### src/rtl/md_issue_ctrl.sv
// E-stage issue/cancel control for the multiply/divide unit, with mfhi/mflo readback and a busy watchdog.
// issue/cancel/stall_out are same-cycle; rd_data/rd_valid one cycle after an accepted MF; stall_out holds D/E while the unit is busy.
module md_issue_ctrl #(
  parameter int MULT_LAT = 5,
  parameter int DIV_LAT  = 10,
  parameter int WD_SLACK = 4
) (
  input  logic        clk,
  input  logic        reset,
  input  logic        req_valid,
  input  logic [3:0]  req_op,
  input  logic [31:0] req_rs,
  input  logic [31:0] req_rt,
  input  logic        flush,
  input  logic        md_busy,
  input  logic [31:0] md_hi,
  input  logic [31:0] md_lo,
  output logic        issue,
  output logic [3:0]  issue_op,
  output logic [31:0] issue_rs,
  output logic [31:0] issue_rt,
  output logic        cancel,
  output logic        stall_out,
  output logic [31:0] rd_data,
  output logic        rd_valid,
  output logic        wd_err
);

  localparam int WMAX = ((MULT_LAT > DIV_LAT) ? MULT_LAT : DIV_LAT) + WD_SLACK;
  localparam int WW   = $clog2(WMAX + 1);
  localparam logic [WW-1:0] MULT_WD = WW'(MULT_LAT + WD_SLACK);
  localparam logic [WW-1:0] DIV_WD  = WW'(DIV_LAT + WD_SLACK);

  typedef enum logic {IDLE, RUN} state_t;

  state_t        state;
  logic          first;
  logic [WW-1:0] wcnt;

  logic cls_md, cls_mt, cls_mf, is_mult, hazard, mf_take;

  always_comb begin
    cls_md    = (req_op >= 4'd1) && (req_op <= 4'd4);
    cls_mt    = (req_op == 4'd5) || (req_op == 4'd6);
    cls_mf    = (req_op == 4'd7) || (req_op == 4'd8);
    is_mult   = (req_op == 4'd1) || (req_op == 4'd2);
    hazard    = req_valid && (cls_md || cls_mt || cls_mf) && (md_busy || (state == RUN));
    stall_out = hazard && !flush;
    issue     = req_valid && (cls_md || cls_mt) && !hazard;
    cancel    = issue && flush;
    mf_take   = req_valid && cls_mf && !hazard && !flush;
    issue_op  = req_op;
    issue_rs  = req_rs;
    issue_rt  = req_rt;
  end

  always_ff @(posedge clk) begin
    if (reset) begin
      state    <= IDLE;
      first    <= 1'b0;
      wcnt     <= '0;
      rd_data  <= '0;
      rd_valid <= 1'b0;
      wd_err   <= 1'b0;
    end else begin
      rd_valid <= mf_take;
      if (mf_take) rd_data <= (req_op == 4'd7) ? md_hi : md_lo;
      first <= 1'b0;
      case (state)
        IDLE: begin
          if (issue && !flush && cls_md) begin
            state <= RUN;
            first <= 1'b1;
            wcnt  <= is_mult ? MULT_WD : DIV_WD;
          end
        end
        RUN: begin
          if (wcnt != '0) wcnt <= wcnt - 1'b1;
          // busy lags issue by a cycle through the unit's counter, so the first RUN cycle cannot end the wait
          if (!first && !md_busy) begin
            state <= IDLE;
          end else if (md_busy && (wcnt <= WW'(1))) begin
            state  <= IDLE;
            wd_err <= 1'b1;
          end
        end
        default: state <= IDLE;
      endcase
    end
  end

endmodule
### config.mk
export PLATFORM = sky130hd
export DESIGN_NAME = md_issue_ctrl
export DESIGN_NICKNAME = d
export VERILOG_FILES = /design/src/rtl/md_issue_ctrl.sv
export SDC_FILE = /design/constraint.sdc
export NUM_CORES = 1
export LEC_CHECK = 0
export CAP_MARGIN = 20
export CORE_ASPECT_RATIO = 0.6
export CORE_MARGIN = 2
export CORE_UTILIZATION = 31
export CTS_BUF_LIST = sky130_fd_sc_hd__clkbuf_16
export DETAILED_ROUTE_END_ITERATION = 16
export PLACE_DENSITY = 0.88
export SLEW_MARGIN = 30
export SYNTH_ARGS = -nofsm -noshare
export SYNTH_HDL_FRONTEND = slang
export SYNTH_SLANG_ARGS = --single-unit
### constraint.sdc
create_clock -name clk -period 2.15 [get_ports clk]
set_input_delay 0.43 -clock clk [delete_from_list [all_inputs] [get_ports clk]]
set_output_delay 0.43 -clock clk [all_outputs]
set_load 0.005 [all_outputs]
* Word-level counts from Yosys, hierarchy flattened *
Cells that the tools add are included.

operators by class
  add/subtract/negate cells = 1
  $lt $le $gt $ge = 3
  equal/unequal tests = 8
  bitwise operators = 2
  mux-type cells = 9
  reductions and logical operators = 28

operator list
  cell                                                                                 number
  32-bit two-way mux                                                                   1
  1-bit logical AND                                                                    14
  4-bit by 3-bit == test with 1-bit output, second input constant                      3
  4-bit two-way mux                                                                    2
  4-bit one-hot mux with 2 select lines                                                1
  1-bit logical OR                                                                     6
  4-bit by 1-bit == test with 1-bit output, second input constant                      1
  4-bit by 2-bit == test with 1-bit output, second input constant                      1
  4-bit == test, second input constant                                                 1
  4-bit by 1-bit greater-or-equal comparator with 1-bit output, second input constant  1
  4-bit by 1-bit <= comparator with 1-bit output, second input constant                1
  4-bit by 3-bit <= comparator with 1-bit output, second input constant                1
  1-bit zero test                                                                      4
  4-bit nonzero test                                                                   1
  4-bit by 1-bit subtractor with 4-bit output, second input constant                   1
  1-bit two-way mux                                                                    3
  3-bit two-way mux                                                                    1
  3-bit AND reduction                                                                  1
  2-bit by 1-bit inequality test with 1-bit output, second input constant              1
  2-bit inequality test, second input constant                                         1
  1-bit NOT                                                                            2
  1-bit one-hot mux with 2 select lines                                                1
  2-bit AND reduction                                                                  1
  2-bit OR reduction                                                                   1

word-level totals
  register bits = 40
  logic and storage cells = 57
  bits of input ports = 137
  output and inout port bits = 105

* Longest topological paths before layout *
  word-level depth = 12
  mapped depth = 7
  gate-level depth less buffers = 5

* Least setup slack after synthesis *
OpenSTA, ideal clock, no wires.

  path type = register -> output
  start = register state
  end = output port cancel
  buffers on the path = 1
  data required time = 1.720 ns
  arrival time = 1.276 ns
  setup slack = 0.444 ns
  stages on the path, launching flop included = 6
  cells stage by stage = dfxtp_1 -> buf_2 -> nor4b_1 -> nand2_1 -> a31oi_1 -> and2_1

between the ends
  longest elaborated chain between the ends = 5

ends and longest elaborated chain
  item                    RTL line  text
  from (decl)             36        state_t state;
  from (signal assigned)  59        state <= IDLE;
  from (signal assigned)  72        state <= RUN;
  from (signal assigned)  81        state <= IDLE;
  1-bit logical OR        47        hazard = req_valid && (cls_md || cls_mt || cls_mf) && (md_busy || (state == RUN));
  1-bit logical AND       47
  1-bit zero test         49        issue = req_valid && (cls_md || cls_mt) && !hazard;
  1-bit logical AND       49
  named net issue         18        output logic issue,
  1-bit logical AND       50        cancel = issue && flush;
  to (decl)               22        output logic cancel,

The timed path passes the listed nets, and every way through them passes these cells.

* Worst setup path after layout *
  start = input port req_op[0]
  end = output port stall_out

between the ends
  longest elaborated chain between the ends = 7
  elaborated cells between the ends (all ways) = 14
  those cells by class = order compare: 2; eq/ne: 4; reduce/logical: 8

ends and longest elaborated chain
  item                                                                                  RTL line  text
  from (decl)                                                                           11        input logic [3:0] req_op,
  4-bit by 1-bit greater-or-equal comparator with 1-bit output (tied with other cells)  43        cls_md = (req_op >= 4'd1) && (req_op <= 4'd4);
  1-bit logical AND or 1-bit logical OR (tied branches)                                 43, 44
  1-bit logical OR                                                                      47
  1-bit logical OR (*)                                                                  47
  1-bit logical AND (*) (2 in series)                                                   47
  1-bit logical AND (*)                                                                 48        stall_out = hazard && !flush;
  to (decl)                                                                             23        output logic stall_out,

Every way passes the cells marked *; elsewhere a longest branch is shown, timed or not.

==> run metrics <==
Synth Register Bits 40; Diodes inserted 0; vias in the first global route 2087; Finished Core Util 0.451; # IOs 242; vias per cell 4.76; initial core utilization 0.320; pin count of the biggest net entering global routing 36; Final period util 0.966; CTS buffer count 5; number of detailed-route iterations in the first pass 4; worst setup margin 73.4 ps; Final #Nets 468; core footprint 7880 sq um; startpoint types input port; Tmin final 2080 ps; status finished, final reports clean; slowest stage delay, CP 550 ps; WS Path Type input port to output port; RSZ-0062 raised after global routing false; Die Height 73.9 um; reg2reg setup slack 230 ps; Max clock buf depth 2; drc violations 0; crit path cell chain dlygate4sd2_1 > or4b_4 > a21oi_2 > dlygate4sd2_1; CP Data Required Time 1720 ps; Ys Warns 0; # Post-CTS Setup Buffers 0; average wire per standard cell 14.8 um; port buffer count 113; fmax 482 MHz; ANT nets after route 0; synth unique cells 35; PwrDens 531 nW/um^2; crit path DAT 1650 ps; layout cells sized above 1 0.167; drt total wl 6450 um; post-place setup slack -566 ps; Peak VDD IR 0.000260 V; Worst-path clk slew 60 ps; Congestion Overflow GR 0; initial antenna violation count 0; Worst slew margin 0.656; Slowest-stage cell, CP or4b_4; clock root cell clkbuf_16; Slew Limit Fails 0; Setup crit start req_op[0]; Mean Syn Cell Area 9.28 sq um; Die X 120 um; Post-DP HPWL 5040 um; reg2reg start state$_SDFF_PP0_; global-route usage over all layers 0.144; cts hold-fix bufs 0; crit path max fanout 4; syn nets 412; crit-path most repeated cell dlygate4sd2_1; clock tree sinks 40; post-synthesis cell count 272; synth-to-layout area growth 40.8%; clk_lat worst skew 280 ps; Initial DRC Count 61; Hold Path Class flip-flop to flip-flop; leakage 1.42 nW; Max-Cap Viols 0; die area 8900 sq um; row count 25; Placer Congestion 0.797; total number of vias 2078; final hold violation count 0; CP Capture Type output port; Seq/Total Area, Yosys 0.317; Slew @ Worst Pin 515 ps; number of setup violations in the final report 0; Hold Path Origin wd_err$_SDFFE_PP0P_; clk_skew 3.21 ps; TritonCTS clock tree built; H-tree level count 2; global-route wire length before repair 9910 um; Fill cells 771; mapped cell area 2520 sq um
-- worst max-delay path: cells and delay by family --
| kind | cells | cell delay (ps) |
|---|---|---|
| AO/OA/AOI/OAI | 1 | 150 |
| buffers and inverters | 2 | 510 |
| AND/OR/NAND/NOR | 1 | 550 |
-- routing by layer --
| metal | share of wire | global-route usage |
|---|---|---|
| met1 | 0.41 | 0.153 |
| met2 | 0.45 | 0.244 |
| met3 | 0.13 | 0.0792 |
| met4 | 0.014 | 0.0530 |
| met5 | 0 | 0 |
-- layout make-up --
type | instances | area [sq um] | area share
multi-input combinational | 144 | 1130 | 0.319
inverter | 4 | 15.0 | 0.00423
sequential | 40 | 802 | 0.226
clock buffer | 5 | 125 | 0.0352
clock inverter | 3 | 42.5 | 0.0120
timing repair buffer | 133 | 1300 | 0.365
tap | 108 | 135 | 0.0380
-- timing repair --
item	4_1_cts	5_1_grt
gates resized for setup	19	3
pin swaps	1	2
setup endpoints to repair	5	2
-- path summary, 6_finish.rpt --
check                                  to  cells past startpoint
hold / removal        wd_err$_SDFFE_PP0P_                      2
setup reg to reg  rd_data[1]$_SDFFE_PP0P_                      6
setup / recovery                stall_out                      4
hold reg to reg       wd_err$_SDFFE_PP0P_                      2
-- cell usage in the layout, fill, tap and decap left out, types with 2 or more instances in the layout --
master             n
clkbuf_16          5
clkdlybuf4s15_1    2
dfxtp_1           39
buf_12             3
a211oi_2          17
nor2_1            34
nand2_1            5
buf_4             17
nand4b_1           2
inv_1              4
buf_2              3
ha_1               3
o211ai_1           3
and2_1             2
o21ai_0            2
a21oi_1            5
o31ai_1            2
clkdlybuf4s50_1  103
nor2b_1            2
or3_1              2
nor3_1             2
mux2i_1           32
dlygate4sd2_1      5
a211oi_1          15
-- stage by stage --
step                      TNS [ps]  std cells  power (mW)  hold slack, ps  instance area [sq um]
after CTS                        0        437        1.92             450                   3540
after global routing             0        437        1.98             483                   3550
after floorplan                  0        272       0.968             442                   2520
final                            0        437        1.89             448                   3550
after detailed placement    -10320        429        1.07             442                   3370
after global placement       -8140        429        1.06             437                   3370
-- sequential cells by signal (all words and copies together), names as in the netlist --
register  count
first         1
rd_data      32
rd_valid      1
state         1
wcnt          4
wd_err        1
-- logic make-up after synthesis --
logic type,Yosys count,synth area share
AOI/OAI and AO/OA,52,0.181
xor gates and xnor gates,1,0.00347
adders and majority gates,3,0.0149
and+or+nand+nor,56,0.111
muxes,32,0.127
buffers and inverters,88,0.246
DFF,40,0.317
-- Yosys cell counts, drive strengths merged --
cell | count | area, sq um
buf | 80 | 591
dfxtp | 40 | 801
nor2 | 34 | 128
a211oi | 32 | 325
mux2i | 32 | 320
a21oi | 7 | 38.8
nand2 | 5 | 18.8
clkbuf | 4 | 15.0
inv | 4 | 15.0
ha | 3 | 37.5
o211ai | 3 | 22.5
or4b | 3 | 33.8
a31oi | 2 | 12.5
and2 | 2 | 12.5
nand4b | 2 | 17.5
nor2b | 2 | 12.5
nor3 | 2 | 10.0
o21ai | 2 | 10.0
o31ai | 2 | 15.0
or3 | 2 | 12.5
a21boi | 1 | 7.51
a21o | 1 | 7.51
and4 | 1 | 8.76
and4b | 1 | 10.0
nand2b | 1 | 6.26
nor4b | 1 | 8.76
o2111ai | 1 | 8.76
o41ai | 1 | 8.76
xor2 | 1 | 8.76
-- power breakdown --
group          switching (mW)  internal (mW)
combinational           0.106          0.191
sequential            0.00596          0.752
clock                   0.288          0.545
total                   0.400           1.49
Power figures use the tool's default switching activity.
